[config.mk]
export PLATFORM = sky130hd
export DESIGN_NAME = instr_decode_queue_flat
export DESIGN_NICKNAME = d
export VERILOG_FILES = /design/src/rtl/instr_decode_queue_if.sv /design/src/rtl/instr_decode_queue.sv /design/src/flat_wrapper.sv
export SDC_FILE = /design/constraint.sdc
export NUM_CORES = 1
export LEC_CHECK = 0
export ABC_CLOCK_PERIOD_IN_PS = 2750
export BUFFER_PORTS_ARGS = -buffer_cell sky130_fd_sc_hd__buf_2
export CORE_ASPECT_RATIO = 1.1
export CORE_UTILIZATION = 52
export DETAILED_ROUTE_END_ITERATION = 6
export GPL_TIMING_DRIVEN = 0
export PLACE_DENSITY = 0.75
export SYNTH_ARGS = -nofsm -noshare
export SYNTH_HDL_FRONTEND = slang
export SYNTH_SLANG_ARGS = --single-unit
[constraint.sdc]
create_clock -name clk -period 2.75 [get_ports clk]
set_clock_uncertainty 0.1 [all_clocks]
set_input_delay 0.1375 -clock clk [delete_from_list [all_inputs] [get_ports clk]]
set_output_delay 0.1375 -clock clk [all_outputs]
set_load 0.005 [all_outputs]
[src/rtl/instr_decode_queue_if.sv]
// Decoded-instruction queue bus: upstream push handshake plus the decoded head-entry view.
// The master modport is the producer/consumer side; the slave modport belongs to the queue.
interface instr_decode_queue_if #(
    parameter int XLEN  = 32,
    parameter int DEPTH = 4
);
    localparam int CW = $clog2(DEPTH + 1);

    logic            instValid;
    logic [31:0]     instruction;
    logic            instReady;
    logic            outValid;
    logic            outReady;
    logic [1:0]      format;
    logic [5:0]      opcode;
    logic [4:0]      regSource;
    logic [4:0]      regTarget;
    logic [4:0]      regDest;
    logic [4:0]      shamt;
    logic [5:0]      functCode;
    logic [XLEN-1:0] immediate;
    logic [25:0]     jumpTarget;
    logic            illegal;
    logic [CW-1:0]   count;

    modport master (
        output instValid, instruction, outReady,
        input  instReady, outValid, format, opcode, regSource, regTarget, regDest,
               shamt, functCode, immediate, jumpTarget, illegal, count
    );

    modport slave (
        input  instValid, instruction, outReady,
        output instReady, outValid, format, opcode, regSource, regTarget, regDest,
               shamt, functCode, immediate, jumpTarget, illegal, count
    );
endinterface

[src/rtl/instr_decode_queue.sv]
// MIPS decode-at-push FIFO: instructions are decoded on entry, head fields shown next cycle.
// instReady depends only on occupancy, so a full queue refuses pushes even while popping.
module instr_decode_queue #(
    parameter int XLEN  = 32,
    parameter int DEPTH = 4
) (
    input  logic                clk,
    input  logic                reset,
    instr_decode_queue_if.slave q
);
    localparam int PW = $clog2(DEPTH);
    localparam int CW = $clog2(DEPTH + 1);

    typedef struct packed {
        logic [1:0]      format;
        logic [5:0]      opcode;
        logic [4:0]      rs;
        logic [4:0]      rt;
        logic [4:0]      rd;
        logic [4:0]      shamt;
        logic [5:0]      funct;
        logic [XLEN-1:0] imm;
        logic [25:0]     jtarget;
        logic            illegal;
    } entry_t;

    function automatic entry_t decode(input logic [31:0] i);
        entry_t e;
        e.opcode  = i[31:26];
        e.rs      = i[25:21];
        e.rt      = i[20:16];
        e.rd      = i[15:11];
        e.shamt   = i[10:6];
        e.funct   = i[5:0];
        e.jtarget = i[25:0];
        if (i[31:26] == 6'h00)
            e.format = 2'b00;
        else if (i[31:26] == 6'h02 || i[31:26] == 6'h03)
            e.format = 2'b10;
        else
            e.format = 2'b01;
        // Built by overlay so XLEN=32 never needs a zero-width replication.
        case (i[31:26])
            6'h0C, 6'h0D, 6'h0E: begin
                e.imm       = '0;
                e.imm[15:0] = i[15:0];
            end
            6'h0F: begin
                e.imm       = {XLEN{i[15]}};
                e.imm[31:0] = {i[15:0], 16'h0000};
            end
            default: begin
                e.imm       = {XLEN{i[15]}};
                e.imm[15:0] = i[15:0];
            end
        endcase
        e.illegal = 1'b0;
        if (e.format == 2'b00) begin
            case (i[5:0])
                6'h00, 6'h02, 6'h03, 6'h08,
                6'h20, 6'h21, 6'h22, 6'h23, 6'h24, 6'h25, 6'h26, 6'h27,
                6'h2A, 6'h2B: e.illegal = 1'b0;
                default:      e.illegal = 1'b1;
            endcase
        end
        return e;
    endfunction

    entry_t          mem_q [DEPTH];
    entry_t          mem_d [DEPTH];
    logic [PW-1:0]   wr_ptr_q, wr_ptr_d;
    logic [PW-1:0]   rd_ptr_q, rd_ptr_d;
    logic [CW-1:0]   count_q, count_d;
    logic            push, pop;
    entry_t          head;

    assign q.instReady = (count_q != CW'(DEPTH));
    assign q.outValid  = (count_q != '0);
    assign push        = q.instValid && q.instReady;
    assign pop         = q.outValid && q.outReady;

    always_comb begin
        mem_d    = mem_q;
        wr_ptr_d = wr_ptr_q;
        rd_ptr_d = rd_ptr_q;
        count_d  = count_q;
        if (push) begin
            mem_d[wr_ptr_q] = decode(q.instruction);
            wr_ptr_d        = wr_ptr_q + 1'b1;
        end
        if (pop)
            rd_ptr_d = rd_ptr_q + 1'b1;
        case ({push, pop})
            2'b10:   count_d = count_q + 1'b1;
            2'b01:   count_d = count_q - 1'b1;
            default: count_d = count_q;
        endcase
    end

    always_ff @(posedge clk) begin
        if (reset) begin
            wr_ptr_q <= '0;
            rd_ptr_q <= '0;
            count_q  <= '0;
        end else begin
            wr_ptr_q <= wr_ptr_d;
            rd_ptr_q <= rd_ptr_d;
            count_q  <= count_d;
        end
    end

    // Storage needs no reset: stale entries are invisible once count is zero.
    always_ff @(posedge clk) begin
        mem_q <= mem_d;
    end

    always_comb begin
        head = '0;
        if (q.outValid)
            head = mem_q[rd_ptr_q];
    end

    assign q.format     = head.format;
    assign q.opcode     = head.opcode;
    assign q.regSource  = head.rs;
    assign q.regTarget  = head.rt;
    assign q.regDest    = head.rd;
    assign q.shamt      = head.shamt;
    assign q.functCode  = head.funct;
    assign q.immediate  = head.imm;
    assign q.jumpTarget = head.jtarget;
    assign q.illegal    = head.illegal;
    assign q.count      = count_q;
endmodule

[src/flat_wrapper.sv]
// flat-port wrapper written by rule: the top's interface ports become plain ports
module instr_decode_queue_flat 
#(
    parameter int XLEN  = 32,
    parameter int DEPTH = 4
)
  (clk, reset, q_instValid, q_instruction, q_outReady, q_instReady, q_outValid, q_format, q_opcode, q_regSource, q_regTarget, q_regDest, q_shamt, q_functCode, q_immediate, q_jumpTarget, q_illegal, q_count);
  instr_decode_queue_if #(.XLEN(XLEN), .DEPTH(DEPTH)) q_i ();
  input  logic clk;
  input  logic reset;
  input wire logic [$bits(q_i.instValid)-1:0] q_instValid;
  input wire logic [$bits(q_i.instruction)-1:0] q_instruction;
  input wire logic [$bits(q_i.outReady)-1:0] q_outReady;
  output wire logic [$bits(q_i.instReady)-1:0] q_instReady;
  output wire logic [$bits(q_i.outValid)-1:0] q_outValid;
  output wire logic [$bits(q_i.format)-1:0] q_format;
  output wire logic [$bits(q_i.opcode)-1:0] q_opcode;
  output wire logic [$bits(q_i.regSource)-1:0] q_regSource;
  output wire logic [$bits(q_i.regTarget)-1:0] q_regTarget;
  output wire logic [$bits(q_i.regDest)-1:0] q_regDest;
  output wire logic [$bits(q_i.shamt)-1:0] q_shamt;
  output wire logic [$bits(q_i.functCode)-1:0] q_functCode;
  output wire logic [$bits(q_i.immediate)-1:0] q_immediate;
  output wire logic [$bits(q_i.jumpTarget)-1:0] q_jumpTarget;
  output wire logic [$bits(q_i.illegal)-1:0] q_illegal;
  output wire logic [$bits(q_i.count)-1:0] q_count;
  assign q_i.instValid = q_instValid;
  assign q_i.instruction = q_instruction;
  assign q_i.outReady = q_outReady;
  assign q_instReady = q_i.instReady;
  assign q_outValid = q_i.outValid;
  assign q_format = q_i.format;
  assign q_opcode = q_i.opcode;
  assign q_regSource = q_i.regSource;
  assign q_regTarget = q_i.regTarget;
  assign q_regDest = q_i.regDest;
  assign q_shamt = q_i.shamt;
  assign q_functCode = q_i.functCode;
  assign q_immediate = q_i.immediate;
  assign q_jumpTarget = q_i.jumpTarget;
  assign q_illegal = q_i.illegal;
  assign q_count = q_i.count;
  instr_decode_queue #(.XLEN(XLEN), .DEPTH(DEPTH)) u_core (.clk(clk), .reset(reset), .q(q_i));
endmodule
==> results.txt <==
most frequent cells in the layout - edfxtp_1, buf_2, and2_1
Layout area overhead - 22.58%
Avg Inst Size Synth - 20.10 sq um
Arrival @ worst endpoint - 2.39 ns
FF+latch count, synth - 275
Synth Area in Compound Gates - 1.623%
GRT Total Usage - 20.95%
Vias/cell - 5.420
Max Root-Sink Buffers - 3
fillers - 1426
FF/Latch Area - 8188 sq um
largest net degree at the start of global routing - 53
Startpoint Class - register
CTS tree - done
DP HPWL - 13.87 mm
post-synthesis cell type count - 33
post-CTS setup repair buffer count - 0
status - finished, final reports clean
Critical Path Max Stage Delay - 0.36 ns
worst vdd ir - 0.5840 mV
row count - 55
Skew-Pair Late Insertion Delay - 0.54 ns
slowest CP cell - mux4_2
critical path cell sequence - buf_2 -> buf_4 -> buf_2 -> mux4_2 -> and2_1 -> buf_4 -> buf_2
max-cap violations - 0
critical-path maximum fanout - 10
origin of the worst min-delay path - q_instruction[25]
critical path class - register to primary output
Worst R2R Start - u_core.q.count[0]
total grt overflow - 0
antenna violations before repair - 0
Routed WL per cell - 21.06 microns
most common cell after layout, fill and taps aside - edfxtp_1
RSZ-0062 raised after global routing - false
Synth Area in Simple Gates - 6.191%
Syn. warnings - 0
Die Y-Extent - 155.8 microns
min-delay worst type - input pin to register
hold depth - 2
DR pass1 iterations - 5
DRT antenna net count - 0
mux contribution to synthesized area - 13.69%
Boundary Pins - 134
Fin Setup TNS - 0 ns
DRC Markers - 0
cts repair resizes - 0
syn_nets - 598
synthesized instance count - 556
share of cells above drive strength 1 - 39.41%
Tcrit/Tclk final - 95.70%
Seq/Total Area, Yosys - 73.26%
reg-to-reg endpoint - u_core.q.count[2]
DR iter-0 viols - 434
global-route wire length before repair - 34.48 mm
r2r setup slk - 0.33 ns
die area - 22090 sq um
relative slew slack - 56.44%
total power - 0.01307 W
Placement Setup Slack - 0.3442 ns
XOR/XNOR share of the synthesized area - 0.2351%
P_leak - 4.977 nW
FMAX - 380.0 MHz
synthesized cell area - 11180 sq um
H-tree levels - 1
crit-path most repeated cell - buf_2
Core Box Area - 20850 sq um
Post-Synth Adder-Cell Area - 0.7388%
Routed WL - 22.41 mm
Final nets - 799
gpl congestion - 0.7307
fin util - 65.71%
ant diodes - 0
Multi-input gate area - 2522 sq um
Required @ worst endpoint - 2.51 ns
Initial Util - 53.60%
vias in the first global route - 6132
clock sinks - 275
Hold EP - u_core.mem_q[84]
Worst-path clk slew - 0.06 ns
pwr dens - 953.6 nW/um^2
Root Driver - clkbuf_16
CP bufs+invs - 5
Slew @ Worst Pin - 0.6520 ns
post-placement cell area - 12300 sq um
Register-to-Register Path Depth - 9
Hold-fix buffers, CTS - 35
final setup fails - 0
Final min period - 2.632 ns
CP endpoint kind - primary output
CP delay by family, top - buffers and inverters
DR vias - 5767
PnR worst setup slack - 0.1183 ns
TritonCTS Buffers - 28
main combinational cell family by area after synthesis - multiplexers
IO Port Bufs - 132
post-route cell area - 13700 sq um
Die X-Extent - 141.8 microns
final hold vios - 0
final slew viol count - 0
==> kinds of logic (layout without fill, tap and decap cells) <==
family                   after synthesis  in the layout
AO/OA/AOI/OAI                         26             26
adder cells (fa/ha/maj)                6              6
AND/OR/NAND/NOR                      115            115
XOR/XNOR                               3              3
multiplexers                          69             69
buffers and inverters                 62            285
flip-flops                           275            275
==> area by class of cell <==
class	count	area share [%]
Timing Repair Buffer	171	8.073
Sequential cell	275	59.76
Buffer	55	3.288
Inverter	7	0.1918
Tap cell	285	2.603
Clock inverter	18	1.945
Multi-Input combinational cell	219	18.41
Clock buffer	34	5.726
==> metal layers <==
layer	wire (microns)	track usage [%]	part of all wire, %	vias to the layer above
li1	-	-	-	2561
met1	9254	27.61	41	2957
met2	11590	36.83	52	219
met3	1244	3.131	5.6	30
met4	319	5.069	1.4	0
met5	0	0	0	-
==> sequential cells by signal, indices dropped and copies added (netlist names) <==
| signal | cells |
|---|---|
| u_core.mem_q | 268 |
| u_core.wr_ptr_q | 2 |
| u_core.rd_ptr_q | 2 |
| u_core.q.count | 3 |
==> synthesized netlist by cell type <==
master / n / share of area, %
edfxtp_1: 268 / 72
and2_1: 73 / 4.1
mux4_2: 67 / 14
buf_4: 27 / 1.8
nor2b_1: 17 / 0.95
a21o_1: 15 / 1.0
buf_2: 12 / 0.54
nor2_1: 10 / 0.34
dfxtp_1: 7 / 1.3
inv_1: 7 / 0.24
buf_12: 6 / 1.1
clkbuf_1: 6 / 0.20
nand2b_1: 6 / 0.34
ha_1: 5 / 0.56
buf_6: 4 / 0.40
a21oi_1: 3 / 0.13
nand2_1: 3 / 0.10
xor2_1: 3 / 0.24
o21ai_0: 2 / 0.090
or3_1: 2 / 0.11
a211oi_1: 1 / 0.067
a21boi_0: 1 / 0.067
a21boi_1: 1 / 0.067
and3_1: 1 / 0.056
and4bb_2: 1 / 0.11
fa_1: 1 / 0.18
mux2_2: 1 / 0.10
mux2i_1: 1 / 0.090
nand3_1: 1 / 0.045
nor4_1: 1 / 0.056
o21ai_1: 1 / 0.045
o311ai_0: 1 / 0.078
o31ai_1: 1 / 0.067
==> power by group <==
| group | switching [W] | internal, W | leakage (nW) |
|---|---|---|---|
| clock | 0.00159 | 0.00260 | 0.503 |
| combinational | 0.00173 | 0.00198 | 1.96 |
| sequential | 0.000111 | 0.00505 | 2.51 |
==> worst max-delay path by stage <==
stage,from,end,depth (start not counted),slack (ns)
2_1_floorplan,u_core.q.count[0],u_core.mem_q[0],3,0.47
3_3_place_gp,u_core.q.count[0],u_core.mem_q[140],3,-0.24
3_5_place_dp,u_core.q.count[0],u_core.q.count[2],9,0.34
4_1_cts,u_core.rd_ptr_q[1],q_regDest[1],7,0.09
5_1_grt,u_core.rd_ptr_q[1],q_shamt[4],7,0.06
6_report,u_core.rd_ptr_q[1],q_regDest[1],7,0.12
==> worst reg2reg max path, cell delays in order (launching register included) <==
cell	delay (ns)
dfxtp_1	0.43
or3_1	0.14
buf_2	0.21
and2_1	0.19
ha_1	0.20
inv_1	0.07
fa_1	0.38
xor2_1	0.16
or3_1	0.30
a21oi_1	0.16
==> per-stage QoR <==
| step | instances | hold WS (ns) |
|---|---|---|
| 2_1_floorplan | 556 | 0.1364 |
| 5_1_grt | 1064 | 0.2710 |
| 3_3_place_gp | 973 | 0.2490 |
| 3_5_place_dp | 977 | 0.2631 |
| 6_report | 1064 | 0.2675 |
| 4_1_cts | 1064 | 0.2559 |
Power figures use the tool's default switching activity.
